### src/rtl/fetch_stage_if.sv
// Instruction-memory bus between the fetch stage (master) and the combinational ROM (slave).
interface fetch_stage_if;
  logic [31:0] imem_addr_o;
  logic [31:0] imem_rd_i;

  modport master (output imem_addr_o, input imem_rd_i);
  modport slave  (input imem_addr_o, output imem_rd_i);
endinterface

### src/rtl/fetch_stage.sv
// RV32I instruction-fetch stage: owns the PC, addresses the ROM and fills the IF/ID register.
// A PC outside the ROM window or misaligned parks the stage in a sticky FAULT state.
module fetch_stage #(
  parameter logic [31:0] RESET_PC  = 32'hBFC00000,
  parameter logic [31:0] ROM_BASE  = 32'hBFC00000,
  parameter int          ROM_BYTES = 4096,
  parameter logic [31:0] NOP_INSTR = 32'h00000013
) (
  input  logic                 clk,
  input  logic                 rst_n,
  input  logic                 stall_i,
  input  logic                 flush_i,
  input  logic                 redirect_i,
  input  logic [31:0]          redirect_pc_i,
  fetch_stage_if.master        imem,
  output logic [31:0]          instr_d_o,
  output logic [31:0]          pc_d_o,
  output logic [31:0]          pc_plus4_d_o,
  output logic                 valid_d_o,
  output logic                 fault_o,
  output logic [31:0]          fault_pc_o,
  output logic [31:0]          fetch_count_o
);

  typedef enum logic [0:0] {
    ST_RUN   = 1'b0,
    ST_FAULT = 1'b1
  } state_t;

  localparam logic [31:0] ROM_LAST = ROM_BASE + 32'(ROM_BYTES) - 32'd4;

  function automatic logic pc_is_bad(input logic [31:0] pc);
    return (pc[1:0] != 2'b00) || (pc < ROM_BASE) || (pc > ROM_LAST);
  endfunction

  state_t      state_q, state_d;
  logic [31:0] pc_q, pc_d;
  logic [31:0] instr_q, instr_d;
  logic [31:0] ifid_pc_q, ifid_pc_d;
  logic [31:0] ifid_pc4_q, ifid_pc4_d;
  logic        valid_q, valid_d;
  logic [31:0] fault_pc_q, fault_pc_d;
  logic [31:0] count_q, count_d;
  logic [31:0] pc_plus4_s;
  logic        pc_bad_s;

  assign pc_plus4_s = pc_q + 32'd4;
  assign pc_bad_s   = pc_is_bad(pc_q);

  // Next-state, next-PC and IF/ID selection.
  always_comb begin
    state_d    = state_q;
    pc_d       = pc_q;
    instr_d    = instr_q;
    ifid_pc_d  = ifid_pc_q;
    ifid_pc4_d = ifid_pc4_q;
    valid_d    = valid_q;
    fault_pc_d = fault_pc_q;
    count_d    = count_q;

    case (state_q)
      ST_RUN: begin
        if (pc_bad_s) begin
          // PC stays on the offending address so it remains visible on the bus.
          state_d    = ST_FAULT;
          fault_pc_d = pc_q;
          instr_d    = NOP_INSTR;
          ifid_pc_d  = 32'd0;
          ifid_pc4_d = 32'd0;
          valid_d    = 1'b0;
        end else begin
          if (redirect_i) begin
            pc_d = redirect_pc_i;
          end else if (stall_i) begin
            pc_d = pc_q;
          end else begin
            pc_d = pc_plus4_s;
          end

          if (flush_i || redirect_i) begin
            instr_d    = NOP_INSTR;
            ifid_pc_d  = 32'd0;
            ifid_pc4_d = 32'd0;
            valid_d    = 1'b0;
          end else if (stall_i) begin
            instr_d    = instr_q;
            ifid_pc_d  = ifid_pc_q;
            ifid_pc4_d = ifid_pc4_q;
            valid_d    = valid_q;
          end else begin
            instr_d    = imem.imem_rd_i;
            ifid_pc_d  = pc_q;
            ifid_pc4_d = pc_plus4_s;
            valid_d    = 1'b1;
            count_d    = count_q + 32'd1;
          end
        end
      end
      ST_FAULT: begin
        pc_d       = pc_q;
        instr_d    = NOP_INSTR;
        ifid_pc_d  = 32'd0;
        ifid_pc4_d = 32'd0;
        valid_d    = 1'b0;
      end
      default: begin
        state_d    = ST_FAULT;
        fault_pc_d = pc_q;
        instr_d    = NOP_INSTR;
        ifid_pc_d  = 32'd0;
        ifid_pc4_d = 32'd0;
        valid_d    = 1'b0;
      end
    endcase
  end

  // State, PC and IF/ID registers with synchronous active-low reset.
  always_ff @(posedge clk) begin
    if (!rst_n) begin
      state_q    <= ST_RUN;
      pc_q       <= RESET_PC;
      instr_q    <= NOP_INSTR;
      ifid_pc_q  <= 32'd0;
      ifid_pc4_q <= 32'd0;
      valid_q    <= 1'b0;
      fault_pc_q <= 32'd0;
      count_q    <= 32'd0;
    end else begin
      state_q    <= state_d;
      pc_q       <= pc_d;
      instr_q    <= instr_d;
      ifid_pc_q  <= ifid_pc_d;
      ifid_pc4_q <= ifid_pc4_d;
      valid_q    <= valid_d;
      fault_pc_q <= fault_pc_d;
      count_q    <= count_d;
    end
  end

  assign imem.imem_addr_o = pc_q;
  assign instr_d_o        = instr_q;
  assign pc_d_o           = ifid_pc_q;
  assign pc_plus4_d_o     = ifid_pc4_q;
  assign valid_d_o        = valid_q;
  assign fault_o          = (state_q == ST_FAULT);
  assign fault_pc_o       = fault_pc_q;
  assign fetch_count_o    = count_q;

endmodule
### src/flat_wrapper.sv
// flat-port wrapper written by rule: the top's interface ports become plain ports
module fetch_stage_flat 
#(
  parameter logic [31:0] RESET_PC  = 32'hBFC00000,
  parameter logic [31:0] ROM_BASE  = 32'hBFC00000,
  parameter int          ROM_BYTES = 4096,
  parameter logic [31:0] NOP_INSTR = 32'h00000013
)
  (clk, rst_n, stall_i, flush_i, redirect_i, redirect_pc_i, instr_d_o, pc_d_o, pc_plus4_d_o, valid_d_o, fault_o, fault_pc_o, fetch_count_o, imem_imem_addr_o, imem_imem_rd_i);
  fetch_stage_if imem_i ();
  input  logic clk;
  input  logic rst_n;
  input  logic stall_i;
  input  logic flush_i;
  input  logic redirect_i;
  input  logic [31:0] redirect_pc_i;
  output logic [31:0] instr_d_o;
  output logic [31:0] pc_d_o;
  output logic [31:0] pc_plus4_d_o;
  output logic valid_d_o;
  output logic fault_o;
  output logic [31:0] fault_pc_o;
  output logic [31:0] fetch_count_o;
  output wire logic [$bits(imem_i.imem_addr_o)-1:0] imem_imem_addr_o;
  input wire logic [$bits(imem_i.imem_rd_i)-1:0] imem_imem_rd_i;
  assign imem_imem_addr_o = imem_i.imem_addr_o;
  assign imem_i.imem_rd_i = imem_imem_rd_i;
  fetch_stage #(.RESET_PC(RESET_PC), .ROM_BASE(ROM_BASE), .ROM_BYTES(ROM_BYTES), .NOP_INSTR(NOP_INSTR)) u_core (.clk(clk), .rst_n(rst_n), .stall_i(stall_i), .flush_i(flush_i), .redirect_i(redirect_i), .redirect_pc_i(redirect_pc_i), .imem(imem_i), .instr_d_o(instr_d_o), .pc_d_o(pc_d_o), .pc_plus4_d_o(pc_plus4_d_o), .valid_d_o(valid_d_o), .fault_o(fault_o), .fault_pc_o(fault_pc_o), .fetch_count_o(fetch_count_o));
endmodule
### config.mk
export PLATFORM = sky130hd
export DESIGN_NAME = fetch_stage_flat
export DESIGN_NICKNAME = d
export VERILOG_FILES = /design/src/rtl/fetch_stage_if.sv /design/src/rtl/fetch_stage.sv /design/src/flat_wrapper.sv
export SDC_FILE = /design/constraint.sdc
export NUM_CORES = 1
export LEC_CHECK = 0
export ABC_AREA = 1
export CORE_MARGIN = 4
export CORE_UTILIZATION = 25
export CTS_BUF_LIST = sky130_fd_sc_hd__clkbuf_4
export DETAILED_ROUTE_END_ITERATION = 16
export PLACE_DENSITY = 0.5
export SYNTH_ARGS = -nofsm -noshare
export SYNTH_HDL_FRONTEND = slang
export SYNTH_SLANG_ARGS = --single-unit
export TNS_END_PERCENT = 20
### constraint.sdc
create_clock -name clk -period 3.4 [get_ports clk]
set_input_delay 0.85 -clock clk [delete_from_list [all_inputs] [get_ports clk]]
set_output_delay 0.85 -clock clk [all_outputs]
set_load 0.02 [all_outputs]
Yosys cells after proc, flatten, opt, wreduce, memory -nomap -nowiden
Cells that the tools add are included.
{ "word_totals": {"reg_bits": 194, "inputBits": 69, "wordCells": 47} }
{ "classes": {"n_addsub": 2, "magnitude_cmp": 2, "eq_ne": 3, "mux": 21, "bitwise_logic": 4, "reduce_logical": 7} }
{ "op_table": {"columns": ["operator", "n"], "rows": [
  ["$mux 32", 12],
  ["$pmux 32 s2", 3],
  ["$add 32x1->32 const B", 1],
  ["$add 32x3->32 const B", 1],
  ["$gt 32x32->1 const B", 1],
  ["$lt 32x32->1 const B", 1],
  ["$mux 1", 5],
  ["$ne 4x2->1 const B", 1],
  ["$not 1->1", 4],
  ["$reduce_and 4->1", 1],
  ["$logic_or 1x1->1", 3],
  ["$ne 3x3->1 const B", 1],
  ["$reduce_and 3->1", 1],
  ["$ne 2x2->1 const B", 1],
  ["$pmux 1 s2", 1],
  ["$reduce_and 2->1", 1],
  ["$reduce_bool 2->1", 1]
]} }

Depth between registers and ports, before layout
Gate-level depths: netlist of the first run.
{ "depth": {"ltp_word": 5, "ltp_mapped": 11, "mapped_depth_nobuf": 11} }

Worst setup path before layout of the first run
No wires, ideal clock.
{ "synth_timing": {"path_type": "input to register", "start": "input port redirect_i", "end": "register u_core.instr_q[10] (netlist: u_core.instr_d_o[10])", "setup_time_ps": 70, "t_arrival_ps": 1958, "required_time_ps": 3330, "setup_slack_ps": 1372, "stages": 6, "path_buffers": 3, "cell_sequence": "buf_2 nor2_4 clkbuf_1 clkbuf_1 nand4_1 a21oi_1"} }
{ "synth_via": {"elab_chain_len": 4, "elab_cells_between_ends": 5, "classes_between": "eq/ne: 1; mux: 3; reduce/logical: 1"} }
{ "synth_lines": {"columns": ["element", "line_no", "rtl"], "rows": [
  ["from (decl)", "flat_wrapper.sv:15", "input logic redirect_i;"],
  ["$logic_or 1x1->1 (*)", "fetch_stage.sv:80", "if (flush_i || redirect_i) begin"],
  ["$mux 32", "fetch_stage.sv:80", null],
  ["$mux 32", "fetch_stage.sv:63", "if (pc_bad_s) begin"],
  ["$pmux 32 s2", "fetch_stage.sv:61", "case (state_q)"],
  ["to (signal assigned)", "fetch_stage.sv:131", "instr_q <= instr_d;"],
  ["to (decl)", "fetch_stage.sv:38", "logic [31:0] instr_q, instr_d;"]
]} }
Mark *: on every way between the ends. The rest lies on a longest branch, timed or not.
A chain may end at the register's enable or synchronous reset.

Final worst setup path of the first run
{ "layout_timing": {"start": "register u_core.state_q (netlist: u_core.fault_o)", "end": "output port fault_o"} }
{ "layout_rtl": {"columns": ["element", "line_no", "rtl"], "rows": [
  ["from (decl)", "fetch_stage.sv:36", "state_t state_q, state_d;"],
  ["from (signal assigned)", "fetch_stage.sv:129", "state_q <= state_d;"],
  ["to (decl)", "flat_wrapper.sv:21", "output logic fault_o;"]
]} }
No word-level cell between the ends.

==> out/results.txt, run 1 <==
Fill cell count - 3415
GRT overflow - 0
Core footprint - 32450 µm²
Sink Count - 192
Worst relative slew slack - 38.85%
Initial detailed-routing violation count - 425
Critical Path Max Stage Delay - 0.73 ns
P&R area growth vs syn - 39.79%
Max-Cap Viols - 0
Power density over the cells - 773.9 nW/µm²
Max H-tree Level - 4
Worst Tran Pin Value - 0.9173 ns
Synth Instances - 1081
Final Setup Violations - 0
FF/Latch Area - 3844 µm²
Clock buffer count from CTS - 17
Post-CTS Setup Inserts - 0
Layout Cell Area excl Fill - 11450 µm²
Bufs and invs on worst path - 1
DR vias - 8222
Top-level I/O count - 263
Placed inst area - 11190 µm²
Post-Route Utilization - 35.27%
Hold_buf cts - 0
Fin crit period - 2.798 ns
Clk buf depth - 2
CP max FO - 5
Lkg Pwr - 4.089 nW
Number of global-route vias before repair - 7907
Nets - 1381
DRC errors left - 0
Die Area - 35710 µm²
Crit share post-route - 82.29%
Register area share after synthesis - 46.94%
Number of flops mapped to enable cells by yosys - 0
CP endpoint kind - output port
WP data required - 2.55 ns
Hold slack - 0.4790 ns
Top post-synthesis cells by area - dfxtp_1 (47%), nand2_1 (9.4%), nor2_1 (7.7%)
# rows - 66
Syn nets - 1152
VDD IR-drop max - 0.5313 mV
Yosys top cell area share - 46.94%
Crit path max-delay cell type - clkdlybuf4s50_1
1st-pass router iterations - 7
Largest net degree at the start of global routing - 84
Outcome - complete, no violations
Layout cells sized above 1 - 7.029%
Unrepaired setup endpoints after global routing - no
Synth unique cells - 34
Clock skew - 0.04270 ns
Yosys Warn Count - 0
Synth Cell Area - 8188 µm²
Die Height - 189.0 µm
CTS tree - built
Top_reg_cell synth - dfxtp_1
Total negative setup slack - 0 ns
Mean Syn Cell Area - 7.574 µm²
Antenna violations before repair - 4
Latest clock arrival within the worst-skew pair - 0.61 ns
CP startpoint kind - register
Async SR Flop Fraction - 0%
Largest area contributor in the netlist - dfxtp_1
Post-DP HPWL - 21.55 mm
GRT Util Overall - 16.53%
Vias per inst - 4.656
Hold crit path type - register to register
CP arrival - 1.95 ns
CTS Root Cell - clkbuf_4
CP Cell Sequence - clkdlybuf4s50_1
Final RePlAce weighted congestion - 0.8165
Port-buffer cells - 262
DRT Wirelength - 30.49 mm
#FFs+latches synth - 192
Final hold vios - 0
Area of the multi-input gates - 3721 µm²
Post-cts resize count - 0
Detail Route Antenna Nets - 0
Starting Density - 25.23%
Power Total - 8.858 mW
Worst-path clk slew - 0.18 ns
Drt wl/cell - 17.27 µm
Top Family by Delay on Critical Path - buffers and inverters
Maximum clock frequency - 357.4 MHz
First-pass GRT wire length - 46.57 mm
WS Path Type - register to output port
Final slew viol count - 0
Die Width - 189.0 µm
layer usage:
metal  share of wire, %  track usage [%]  routed length [µm]
met5               0.13                0                  41
met4                1.8            4.652                 541
met3                8.3            5.752                2523
met2                 46            26.56               14020
met1                 44            21.14               13360
cell usage after synthesis (2+ instances only):
cell type,instances
buf_1,2
nor2_4,6
buf_6,6
dfxtp_1,192
xnor2_1,2
xor2_1,5
nand3_1,54
o21ai_1,3
o211ai_1,19
nor3b_1,3
a21oi_1,89
buf_4,4
clkbuf_1,41
nor2_1,168
nand3_2,3
buf_2,18
nand2_1,205
inv_1,70
nor3b_2,21
ha_1,2
o21bai_1,4
nand3b_1,3
nor3_1,8
inv_2,3
nand4_1,74
o21ai_0,68
worst paths after layout:
kind	from	end	slack [ns]	cells after the start
max	u_core.fault_o	fault_o	0.60	1
min	u_core.instr_d_o[4]	u_core.instr_d_o[4]	0.48	2
max reg2reg	u_core.imem.imem_addr_o[22]	u_core.pc_plus4_d_o[30]	1.12	7
min reg2reg	u_core.instr_d_o[4]	u_core.instr_d_o[4]	0.48	2
layout by cell type, fill, tap and decap left out, drive strengths merged:
| cell type | count |
|---|---|
| or2 | 1 |
| nor4 | 1 |
| nor3b | 24 |
| clkbuf | 17 |
| nand2 | 206 |
| nand3b | 3 |
| clkdlybuf4s50 | 260 |
| a21oi | 89 |
| o21bai | 4 |
| nor2 | 176 |
| diode | 1 |
| nand3 | 57 |
| xnor2 | 2 |
| nor3 | 9 |
| buf | 21 |
| clkinv | 3 |
| nand4 | 75 |
| inv | 81 |
| dfxtp | 192 |
| o211ai | 19 |
| xor2 | 5 |
| clkinvlp | 5 |
| o21ai | 71 |
| ha | 2 |
power by group:
| part | switching (mW) | internal [mW] |
|---|---|---|
| logic | 3.01 | 1.58 |
| clock network | 0.904 | 0.310 |
| registers | 0.426 | 2.63 |
sequential cells by signal, indices dropped and copies added (netlist names):
| register | cells |
|---|---|
| u_core.fault_pc_o | 32 |
| u_core.fetch_count_o | 32 |
| u_core.imem.imem_addr_o | 32 |
| u_core.instr_d_o | 32 |
| u_core.pc_plus4_d_o | 32 |
| u_core.pc_d_o | 30 |
| u_core.fault_o | 1 |
| u_core.valid_d_o | 1 |
layout make-up:
class                           count  share of cell area [%]
Antenna cell                        1                 0.02186
Clock buffer                       17                   1.115
Clock inverter                     15                   1.093
Inverter                           74                   2.449
Multi-Input combinational cell    744                   32.51
Sequential cell                   192                   33.58
Tap cell                          442                   4.832
Timing Repair Buffer              281                   24.40
stage by stage:
stage          setup slack [ns]  std cells
2_1_floorplan             1.372       1081
3_3_place_gp             0.6290       1733
3_5_place_dp             0.5981       1733
4_1_cts                  0.5004       1765
5_1_grt                  0.4547       1766
6_report                 0.6021       1766
cell families after synthesis:
group           synth area share [%]
fa+ha+maj                     0.3056
simple gates                   32.46
flops                          46.94
xor+xnor                      0.7488
buf+inv                        7.656
compound gates                 11.89
No activity file was read; power rests on OpenSTA's default activity.
==> run 2, diff against run 1 <==
Clock period 3.4 ns to 2.8 ns, I/O delays scaled along.
==> out/results.txt, run 2 (synthesis results as in run 1) <==
Critical Path Max Stage Delay - 0.71 ns
Die Width - 189.0 µm
Reg2Reg Depth - 9
Max-Cap Viols - 0
GRT overflow - 0
Hold_buf cts - 0
Crit path max-delay cell type - clkdlybuf4s50_1
CP max FO - 7
Crit share post-route - 93.87%
Worst-path clk slew - 0.19 ns
Top Usage Layer GRT - met2
Global-route track usage on met2 - 26.76%
Met3 usage in global routing - 5.623%
R2r endpoint - u_core.pc_plus4_d_o[30]
Starting Density - 25.23%
Lkg Pwr - 4.139 nW
Largest net degree at the start of global routing - 57
Placed inst area - 11250 µm²
Antenna violations before repair - 3
DR vias - 8140
Commonest non-fill, non-tap cell in the layout - clkdlybuf4s50_1
Hold Path Depth - 2
Hold crit path type - register to register
Critical Path Source - u_core.imem.imem_addr_o[9]
Hold slack - 0.4836 ns
Layout Cell Area excl Fill - 11510 µm²
Detail Route Antenna Nets - 0
Nets - 1386
Final slew viol count - 0
P&R area growth vs syn - 40.57%
DRT Wirelength - 30.02 mm
Final hold vios - 0
Non-filler cells, final - 1771
Max H-tree Level - 4
Most frequent cells in the layout - clkdlybuf4s50_1 (260), nand2_1 (205), dfxtp_1 (191)
CP arrival - 1.93 ns
Post-Route Utilization - 35.47%
Drt wl/cell - 16.95 µm
Sink Count - 192
Initial detailed-routing violation count - 408
Power density over the cells - 939.5 nW/µm²
DRC errors left - 0
VDD IR-drop max - 0.8028 mV
Outcome - complete, no violations
Bufs and invs on worst path - 1
R2R setup slack - 0.70 ns
1st-pass router iterations - 5
Final Setup Violations - 0
Met1 usage - 21.01%
Die Area - 35710 µm²
Latest clock arrival within the worst-skew pair - 0.63 ns
Core footprint - 32450 µm²
Layout cells sized above 1 - 7.385%
GRT Util Overall - 16.51%
Top-level I/O count - 263
Unrepaired setup endpoints after global routing - no
Worst relative slew slack - 56.48%
CTS Root Cell - clkbuf_4
Total negative setup slack - 0 ns
# rows - 66
Number of global-route vias before repair - 7983
Top Family by Delay on Critical Path - buffers and inverters
Clock skew - 0.03651 ns
Vias per inst - 4.596
Worst Tran Pin Value - 0.6485 ns
CP endpoint kind - output port
Die Height - 189.0 µm
Final RePlAce weighted congestion - 0.8014
Crit Reg-Reg Startpoint - u_core.imem.imem_addr_o[24]
Critical Path End - imem_imem_addr_o[9]
Fin crit period - 2.628 ns
Maximum clock frequency - 380.4 MHz
WP data required - 2.10 ns
CP startpoint kind - register
CTS tree - built
First-pass GRT wire length - 46.48 mm
CP Cell Sequence - clkdlybuf4s50_1
Placed cell count - 1738
Port-buffer cells - 262
Total stage count of the critical path - 1
Post-CTS Setup Inserts - 0
WS Path Type - register to output port
Post-DP HPWL - 21.62 mm
Clock buffer count from CTS - 17
Clk buf depth - 2
run 2: worst min-delay path by stage:
stage | from | end | slack (ns)
after floorplan | u_core.instr_d_o[4] | u_core.instr_d_o[4] | 0.54
after global placement | u_core.instr_d_o[1] | u_core.instr_d_o[1] | 0.45
after detailed placement | u_core.instr_d_o[1] | u_core.instr_d_o[1] | 0.46
after CTS | rst_n | u_core.instr_d_o[29] | 0.45
after global routing | rst_n | u_core.instr_d_o[23] | 0.47
final | u_core.instr_d_o[4] | u_core.instr_d_o[4] | 0.48
run 2: layout make-up:
cell class                 count  area [µm²]
timing repair buffer         286        2855
fill                        3467       20940
multi-input combinational    744        3721
antenna                        2       5.005
sequential                   192        3845
clock inverter                14       122.6
tap                          442       553.0
clock buffer                  17       127.6
inverter                      74       280.3
run 2: where the power goes:
| part | switching (mW) | internal [mW] | total [mW] | leakage [nW] |
|---|---|---|---|---|
| clock | 1.09 | 0.380 | 1.47 | 0.138 |
| combinational | 3.68 | 1.98 | 5.66 | 2.44 |
| sequential | 0.485 | 3.20 | 3.68 | 1.56 |
run 2: what timing repair did:
action | 4_1_cts | 5_1_grt
gates resized for setup | 0 | 1
endpoints found under the hold margin | 0 | 0
setup endpoints to repair | 0 | 1
run 2: layer usage:
| metal | share of wire [%] | wire length, µm |
|---|---|---|
| met2 | 46 | 13890 |
| met1 | 44 | 13290 |
| met3 | 7.8 | 2339 |
| met4 | 1.6 | 484 |
| met5 | 0.043 | 13 |
run 2: worst register-to-register path, cell delays in order, from the launching register on:
cell and delay, ns:
dfxtp_1 0.44, nand2_1 0.10, nor2_1 0.25, nand2_1 0.14
nor2_4 0.16, nand2_4 0.09, nor2_8 0.24, nand3_2 0.13
buf_4 0.27, nor3b_1 0.22
run 2: per-stage QoR:
| step | worst slack, ns | total power, mW |
|---|---|---|
| detailed placement | 0.2357 | 9.526 |
| global placement | 0.2205 | 9.484 |
| global route | 0.06445 | 11.70 |
| CTS | 0.01894 | 11.04 |
| floorplan | 0.9219 | 7.203 |
| finish | 0.1715 | 10.81 |
==> run 3, diff against run 2 <==
Settings changed: CORE_UTILIZATION 25 to 30, PLACE_DENSITY 0.5 to 0.57, REMOVE_ABC_BUFFERS from default to 1.
==> out/results.txt, run 3 (synthesis results as in run 1) <==
# rows - 60
Reg power frac - 33.8%
Core footprint - 26880 µm²
Final hold vios - 0
Total stage count of the critical path - 1
Post-DP HPWL - 19.08 mm
Power density over the cells - 941.4 nW/µm²
Bufs and invs on worst path - 1
First-pass GRT wire length - 44.21 mm
CTS Root Cell - clkbuf_4
Critical Path Max Stage Delay - 0.73 ns
Die Height - 173.2 µm
CP endpoint kind - output port
Die Width - 173.2 µm
DRC errors left - 0
Hold crit path type - register to register
P&R area growth vs syn - 39.52%
Switching Fraction - 48.19%
Detail Route Antenna Nets - 0
Commonest non-fill, non-tap cell in the layout - clkdlybuf4s50_1
Final RePlAce weighted congestion - 0.8145
Worst Tran Pin Value - 0.5876 ns
Non-filler cells, final - 1670
CP startpoint kind - register
Drt wl/cell - 16.64 µm
Top Family by Delay on Critical Path - buffers and inverters
WP data required - 2.10 ns
Starting Density - 30.47%
Largest net degree at the start of global routing - 106
Final Setup Violations - 0
Lkg Pwr - 4.146 nW
Power Total - 10.75 mW
Most frequent cells in the layout - clkdlybuf4s50_1 (260), nand2_1 (205), dfxtp_1 (192)
Post-cts resize count - 0
P_int - 5.571 mW
Crit share post-route - 93.62%
Max H-tree Level - 4
Antenna violations before repair - 3
Outcome - complete, no violations
Clk buf depth - 2
Worst relative slew slack - 60.79%
CP Cell Sequence - clkdlybuf4s50_1
Worst-path clk slew - 0.19 ns
GRT overflow - 0
Fin crit period - 2.621 ns
Sink Count - 192
Clock buffer count from CTS - 17
Clock skew - 0.04523 ns
Die Area - 30000 µm²
Clk network pwr share - 14.7%
CP max FO - 5
Area of the multi-input gates - 3721 µm²
FF/Latch Area - 3844 µm²
Port-buffer cells - 262
Hold slack - 0.4896 ns
Layout cells sized above 1 - 7.385%
Fill cell count - 2746
DR vias - 8207
Unrepaired setup endpoints after global routing - no
Top-level I/O count - 263
Post-CTS Setup Inserts - 0
Latest clock arrival within the worst-skew pair - 0.59 ns
Reg2Reg Depth - 10
Max-Cap Viols - 0
CP arrival - 1.92 ns
Vias per inst - 4.914
Number of global-route vias before repair - 7809
VDD IR-drop max - 0.7631 mV
Initial detailed-routing violation count - 460
Nets - 1385
Psw - 5.183 mW
WS Path Type - register to output port
Crit path max-delay cell type - clkdlybuf4s50_1
Placed cell count - 1636
GRT Util Overall - 17.92%
Comb power frac - 51.5%
Maximum clock frequency - 381.5 MHz
CTS tree - built
1st-pass router iterations - 5
DRT Wirelength - 27.80 mm
Hold_buf cts - 0
Hold Path Depth - 2
Total negative setup slack - 0 ns
Final slew viol count - 0
run 3: final timing paths:
kind	startpoint	to	slack, ns
worst max-delay path	u_core.fault_o	fault_o	0.18
worst min-delay path	u_core.instr_d_o[1]	u_core.instr_d_o[1]	0.49
worst max register to register	u_core.imem.imem_addr_o[25]	u_core.imem.imem_addr_o[30]	0.63
worst min register to register	u_core.instr_d_o[1]	u_core.instr_d_o[1]	0.49
run 3: metrics by stage:
| step | setup WS, ns | area, µm² | util [%] |
|---|---|---|---|
| 2_1_floorplan | -0.5359 | 7839 | - |
| 3_3_place_gp | 0.2521 | 11110 | 41.33 |
| 3_5_place_dp | 0.2158 | 11110 | 41.33 |
| 4_1_cts | 0.1201 | 11420 | 42.49 |
| 5_1_grt | 0.06153 | 11420 | 42.50 |
| 6_report | 0.1787 | 11420 | 42.50 |
run 3: layout make-up:
class	count	share of cell area (%)
flip-flops and latches	192	33.65
multi-input cells	744	32.57
repair buffers	285	24.82
well taps	341	3.735
inverters	74	2.453
clock inverters	15	1.610
clock buffers	17	1.117
diodes	2	0.04381
run 3: routing by layer:
layer  part of all wire, %  global-route usage, %
met5                 0.065                      0
met4                   1.4                  4.423
met3                   6.7                  5.094
met2                    46                  28.74
met1                    46                  23.95
run 3: power groups by stage:
stage                     clock network, mW  logic [mW]  registers [mW]
after CTS                              1.65        5.63            3.64
after detailed placement                  0        5.61            3.70
after floorplan                           0        2.64            4.11
after global routing                   1.76        6.10            3.71
final                                  1.58        5.54            3.64
after global placement                    0        5.59            3.69
